$ cat src/rtl/piso_tx.sv
// Parallel-in serial-out transmitter: accepts a word over a valid/ready load
// handshake and shifts it out one bit per clock, with gapless back-to-back words.
module piso_tx #(
  parameter int N          = 4,
  parameter bit MSB_FIRST  = 1'b1,
  parameter bit IDLE_LEVEL = 1'b0
) (
  input  logic         clk_i,
  input  logic         reset_i,
  input  logic [N-1:0] parallel_in_i,
  input  logic         load_valid_i,
  output logic         load_ready_o,
  output logic         serial_out_o,
  output logic         serial_valid_o,
  output logic         frame_start_o,
  output logic         frame_last_o,
  output logic         busy_o
);

  localparam logic [0:0] ST_IDLE  = 1'b0;
  localparam logic [0:0] ST_SHIFT = 1'b1;

  localparam int CW = $clog2(N);
  localparam logic [CW-1:0] CNT_LAST   = CW'(N - 1);
  localparam logic [CW-1:0] CNT_PENULT = CW'(N - 2);

  logic [0:0]    state_q, state_d;
  logic [CW-1:0] cnt_q, cnt_d;
  logic [N-1:0]  shreg_q, shreg_d;
  logic          serial_out_q, serial_out_d;
  logic          serial_valid_q, serial_valid_d;
  logic          frame_start_q, frame_start_d;
  logic          frame_last_q, frame_last_d;
  logic          accept;

  function automatic logic lead_bit(input logic [N-1:0] w);
    return MSB_FIRST ? w[N-1] : w[0];
  endfunction

  function automatic logic [N-1:0] shift_word(input logic [N-1:0] w);
    return MSB_FIRST ? {w[N-2:0], 1'b0} : {1'b0, w[N-1:1]};
  endfunction

  // Ready while idle, or while the last bit of the current word is on the line.
  assign load_ready_o = !reset_i &&
                        ((state_q == ST_IDLE) ||
                         ((state_q == ST_SHIFT) && (cnt_q == CNT_LAST)));
  assign accept = load_valid_i && load_ready_o;

  always_comb begin
    state_d        = state_q;
    cnt_d          = cnt_q;
    shreg_d        = shreg_q;
    serial_out_d   = serial_out_q;
    serial_valid_d = serial_valid_q;
    frame_start_d  = 1'b0;
    frame_last_d   = 1'b0;
    if (accept) begin
      // First bit goes straight to the output; the register keeps the rest.
      state_d        = ST_SHIFT;
      cnt_d          = '0;
      serial_out_d   = lead_bit(parallel_in_i);
      shreg_d        = shift_word(parallel_in_i);
      serial_valid_d = 1'b1;
      frame_start_d  = 1'b1;
    end else if (state_q == ST_SHIFT) begin
      if (cnt_q == CNT_LAST) begin
        state_d        = ST_IDLE;
        cnt_d          = '0;
        shreg_d        = '0;
        serial_out_d   = IDLE_LEVEL;
        serial_valid_d = 1'b0;
      end else begin
        cnt_d          = CW'(cnt_q + 1'b1);
        serial_out_d   = lead_bit(shreg_q);
        shreg_d        = shift_word(shreg_q);
        serial_valid_d = 1'b1;
        frame_last_d   = (cnt_q == CNT_PENULT);
      end
    end
  end

  always_ff @(posedge clk_i or posedge reset_i) begin
    if (reset_i) begin
      state_q        <= ST_IDLE;
      cnt_q          <= '0;
      shreg_q        <= '0;
      serial_out_q   <= IDLE_LEVEL;
      serial_valid_q <= 1'b0;
      frame_start_q  <= 1'b0;
      frame_last_q   <= 1'b0;
    end else begin
      state_q        <= state_d;
      cnt_q          <= cnt_d;
      shreg_q        <= shreg_d;
      serial_out_q   <= serial_out_d;
      serial_valid_q <= serial_valid_d;
      frame_start_q  <= frame_start_d;
      frame_last_q   <= frame_last_d;
    end
  end

  assign serial_out_o   = serial_out_q;
  assign serial_valid_o = serial_valid_q;
  assign frame_start_o  = frame_start_q;
  assign frame_last_o   = frame_last_q;
  assign busy_o         = serial_valid_q;

endmodule
$ cat config.mk
export PLATFORM = sky130hd
export DESIGN_NAME = piso_tx
export DESIGN_NICKNAME = d
export VERILOG_FILES = /design/src/rtl/piso_tx.sv
export SDC_FILE = /design/constraint.sdc
export NUM_CORES = 1
export LEC_CHECK = 0
export ABC_AREA = 1
export CAP_MARGIN = 20
export CORE_MARGIN = 2
export CORE_UTILIZATION = 35
export CTS_CLUSTER_DIAMETER = 40
export DETAILED_ROUTE_END_ITERATION = 8
export GPL_TIMING_DRIVEN = 0
export PLACE_DENSITY_LB_ADDON = 0.12
export SETUP_SLACK_MARGIN = 0.15
export SKIP_LAST_GASP = 1
export SYNTH_ARGS = -nofsm -noshare
export SYNTH_HDL_FRONTEND = slang
export SYNTH_SLANG_ARGS = --single-unit
$ cat constraint.sdc
create_clock -name clk_i -period 1.2 [get_ports clk_i]
set_input_delay 0.12 -clock clk_i [delete_from_list [all_inputs] [get_ports clk_i]]
set_output_delay 0.12 -clock clk_i [all_outputs]
set_load 0.01 [all_outputs]
Word-level counts from Yosys, hierarchy flattened
Cells that the tools add are included.

Register bits after elaboration: 11. Input port bits: 7. Output and inout port bits: 6. Word-level logic and storage cells: 35.

Add/sub/neg operators: 1. Eq/ne operators: 2. Multiplexer cells: 18. Bitwise operators: 1. Reduce and logical (&&, ||, !) cells: 6.

Operators with widths (number): $mux W1 (12); $mux W4 (3); $mux W2 (3); $eq A2 B2 Y1 const B (2); $logic_and A1 B1 Y1 (3); $add A2 B1 Y2 const B (1); $reduce_bool A2 Y1 (1); $logic_not A1 Y1 (1); $logic_or A1 B1 Y1 (1); $not A1 Y1 (1).

Longest topological paths before layout
Gate-level depths: netlist of run 1.

Depth after elaboration: 6. Mapped depth: 7. Depth with buffers taken out: 7.

Least setup slack after synthesis of run 1
Ideal clock, no wire load.

Path kind: reg-to-reg. From: register cnt_q[0]. To: register shreg_q[1]. Library setup time: 0.118 ns. Data arrival time: 0.956 ns. Data required time: 1.082 ns. Slack: 0.127 ns. Stages on the path, launching flop included: 8. Buffers on the path: 0. Period minus slack after synthesis: 1.073 ns. Path through: dfrtp_1 ha_1 inv_1 nand2_4 nand3_4 inv_2 nand2_1 nand2_1.

Cells in the longest elaborated chain, start to end: 6. Elaborated cells on any way between the ends: 9. Classes of those cells: 1 x eq/ne; 3 x mux; 5 x reduce/logical.

RTL lines: start: declaration (RTL line 28) `logic [CW-1:0] cnt_q, cnt_d;`; start signal: assignment (RTL line 94) `cnt_q <= cnt_d;`; $eq A2 B2 Y1 (*) (RTL line 47) `((state_q == ST_SHIFT) && (cnt_q == CNT_LAST)));`; $logic_and A1 B1 Y1 (*) (RTL line 47); $logic_or A1 B1 Y1 (*) (RTL line 46) `((state_q == ST_IDLE) ||`; $logic_and A1 B1 Y1 (*) (RTL line 45) `assign load_ready_o = !reset_i &&`; $logic_and A1 B1 Y1 (*) (RTL line 48) `assign accept = load_valid_i && load_ready_o;`; named net accept (RTL line 34) `logic accept;`; $mux W4 or $reduce_bool A2 Y1 (tied branches); end signal: assignment (RTL line 95) `shreg_q <= shreg_d;`; end: declaration (RTL line 29) `logic [N-1:0] shreg_q, shreg_d;`.

Mark *: on every way through the listed nets, which the timed path passes. The rest lies on a longest branch. The select of a mux whose other input is x is not followed. A chain may end at the register's enable or synchronous reset.

Final worst setup path of run 1
From: register cnt_q[0]. To: output load_ready_o.

Cells in the longest elaborated chain, start to end: 4.

RTL lines: $eq A2 B2 Y1 (RTL line 47); $logic_and A1 B1 Y1 (RTL line 47); $logic_or A1 B1 Y1 (RTL line 46); $logic_and A1 B1 Y1 (RTL line 45); end: declaration (RTL line 12) `output logic load_ready_o,`.

No other way between the ends.

==> impl_metrics.yaml, run 1 <==
status:
  outcome: "complete, but fails checks"
  violations: "setup timing"
route:
  ant_nets: 0
  dr.pass1.iters: 4
  dr.max_layer_used: "met3"
  wl_per_cell_um: 11.3
  met3WireLength_um: 55
  wl_um: 985
  drt-vias-per-instance: 4.91
  drtIter0Drc: 9
  met1_length_um: 441
  vias: 427
  drc: 0
  wl_met2_um: 488
hold_path:
  min_path_type: "in2async"
cells_and_area:
  drive_above_1_share_pct: 34.7
  final_cell_area_um2: 709
  fin_nets: 82
  diodes: 0
  syn2layout_area_growth_pct: 54.9
  instances_no_fill: 87
clock_tree:
  h-tree-depth: 1
  postCtsHoldBufs: 0
  cts_tree: "yes"
  insertion_delay_ns: 0.26
  clock_sinks: 10
  clkTransAtPathRegs_ns: 0.07
  cts_root_buf: "clkbuf_4"
  cts_made_buffers: 3
  cts.path.max_buffers: 2
place:
  hpwl_um: 578
  place_area_um2: 599
  io_buffers: 12
  gp_congestion: 0.642
  post-place-cells: 75
  place_ws_ns: -0.362
synth:
  syn_nets: 57
  synth_area_leaders: "dfrtp_1 (55%), nand3_1 (11%), nand2_1 (7.4%), ha_1 (5.5%), inv_1 (4.9%)"
  synth_top_area_share_pct: 54.6
  synth_flop_cell: "dfrtp_1"
  ys_seq_elements: 10
  synth_cell_types: 13
  synth_edf_count: 0
  synth-seq-area-share_pct: 54.6
  synthArstFlopShare_pct: 100
  avgSynthCellArea_um2: 9.54
  synth_area_leader_cell: "dfrtp_1"
  synthTopCellsByCount: "dfrtp_1 (10), nand3_1 (10), nand2_1 (9), inv_1 (6), nand4_1 (3)"
  syn-instance-count: 48
  netlist_area_um2: 458
  yosysWarnings: 0
timing:
  setup_viol_count_final: 6
  clock_skew_ns: 0.00277
  max_freq_ghz: 0.773
  final-hold-violation-count: 0
  worst_pin_slew_ns: 0.345
  slew_headroom_pct: 76.9
  slew_viol_final: 0
  fin_crit_ns: 1.29
  fin_ws_ns: -0.0945
  rsz0062_at_grt: "true"
  period_share_pct: 108
global_route:
  grt_pass1_vias: 373
  overflow: 0
  grt_usage_pct: 15.5
  grt_first_pass_wirelength_um: 1590
  grt_max_degree: 16
  antenna_found_initial: 0
pwr:
  pwr-share-comb_pct: 50.1
  switching_share_pct: 37.1
  power_density_mw_per_mm2: 2430
  power_frac_seq_pct: 32.0
  p_leak_nw: 0.361
  ir_drop_v: 0.000958
  intPower_w: 0.00108
  clock_power_share_pct: 17.9
  power.switching_w: 0.000638
die:
  die_area_mm2: 0.00161
  core_mm2: 0.00125
  io_pins: 13
  die_y_um: 40.2
  start_util_pct: 36.6
  row_count: 13
  die_w_um: 40.2
setup_path:
  startpoint_type: "flop"
  worstSetupPathType: "reg2out"
  critPathMaxFanout: 2
  cp-end-kind: "output port"
  crit_arrival_ns: 1.17
  worstPathRequired_ns: 1.08
run:
  maxCapViolations: 0
==> through the flow <==
stage	hold WS, ns	utilization [%]	power (W)	setup TNS [ns]
3_3_place_gp	0.435	47.9	0.00118	-0.937
5_1_grt	0.220	56.6	0.00185	-0.686
3_5_place_dp	0.436	47.9	0.00119	-0.968
4_1_cts	0.168	55.6	0.00167	-0.168
6_report	0.188	56.6	0.00172	-0.232
2_1_floorplan	-0.0646	-	0.000945	0
==> critical path, cell delays in order, from the launching register on <==
cell and delay [ns]:
dfrtp_1 0.40, ha_2 0.19, inv_2 0.06, nand2_4 0.05, inv_4 0.06, nor2_2 0.03, buf_2 0.13
==> cell type report <==
| class | instances | area, µm² |
|---|---|---|
| Clock buffer | 4 | 36.3 |
| Inverter | 8 | 32.5 |
| Sequential cell | 10 | 250 |
| Tap cell | 15 | 18.8 |
| Multi-Input combinational cell | 30 | 193 |
| Timing Repair Buffer | 19 | 168 |
| Fill cell | 116 | 543 |
| Buffer | 1 | 11.3 |
==> layer usage <==
metal / track usage (%) / vias up
met5: 0 / -
met4: 7.50 / 0
met3: 5.00 / 0
met2: 25.4 / 16
met1: 18.1 / 201
li1: - / 210
==> final timing paths <==
| kind | startpoint | endpoint | slack (ns) | depth (start not counted) |
|---|---|---|---|---|
| worst max-delay path | cnt_q[0] | load_ready_o | -0.09 | 6 |
| worst min-delay path | reset_i | shreg_q[2] | 0.19 | 2 |
| worst max register to register | cnt_q[0] | serial_out_o | -0.05 | 7 |
| worst min register to register | shreg_q[1] | shreg_q[2] | 0.52 | 2 |
| max in group asynchronous | reset_i | busy_o | 0.76 | 2 |
| min in group clk_i | parallel_in_i[0] | shreg_q[1] | 0.39 | 3 |
==> repair_timing <==
action | 4_1_cts | 5_1_grt
setup buffers | 6 | 1
setup endpoints to repair | 16 | 16
endpoints found under the hold margin | 0 | 0
pin swaps | 1 | 3
cloned | 1 | 0
gates resized for setup | 18 | 7
==> registers in the layout, indices dropped and copies added (netlist names) <==
signal         flops
frame_start_o      1
cnt_q              2
state_q            1
frame_last_o       1
shreg_q            3
busy_o             1
serial_out_o       1
==> power groups by stage <==
stage / Clock, W / Sequential (W) / Combinational, W
after detailed placement: 0 / 0.000567 / 0.000622
after floorplan: 0 / 0.000576 / 0.000370
after global routing: 0.000335 / 0.000564 / 0.000948
after CTS: 0.000312 / 0.000547 / 0.000810
final: 0.000308 / 0.000551 / 0.000862
after global placement: 0 / 0.000566 / 0.000612
==> cell families (layout without fill, tap and decap cells) <==
group           Yosys count  count (layout)  share of synthesized area (%)
fa+ha+maj                 2               2                           5.46
compound gates            2               2                           2.18
buf+inv                   9              32                           8.20
flops                    10              10                           54.6
simple gates             25              26                           29.5
==> cell usage in the layout (no fill, tap or decap), types with 2 or more instances in the layout <==
cell type,instances
nand4_1,3
clkdlybuf4s50_1,6
clkbuf_4,3
inv_2,4
dfrtp_1,10
clkdlybuf4s15_1,3
buf_4,6
buf_6,3
nand2_1,9
nand3_1,10
inv_1,3
nand3_4,2
Power figures use the tool's default switching activity.
==> run 2, diff against run 1 <==
--- a/config.mk
+++ b/config.mk
@@ -6,6 +6,7 @@
 export NUM_CORES = 1
 export LEC_CHECK = 0
 export ABC_AREA = 1
+export ABC_CLOCK_PERIOD_IN_PS = 1200
 export CAP_MARGIN = 20
 export CORE_MARGIN = 2
 export CORE_UTILIZATION = 35
==> results of run 2 <==
No change in the layout: final DEF, timing and power equal those of run 1.
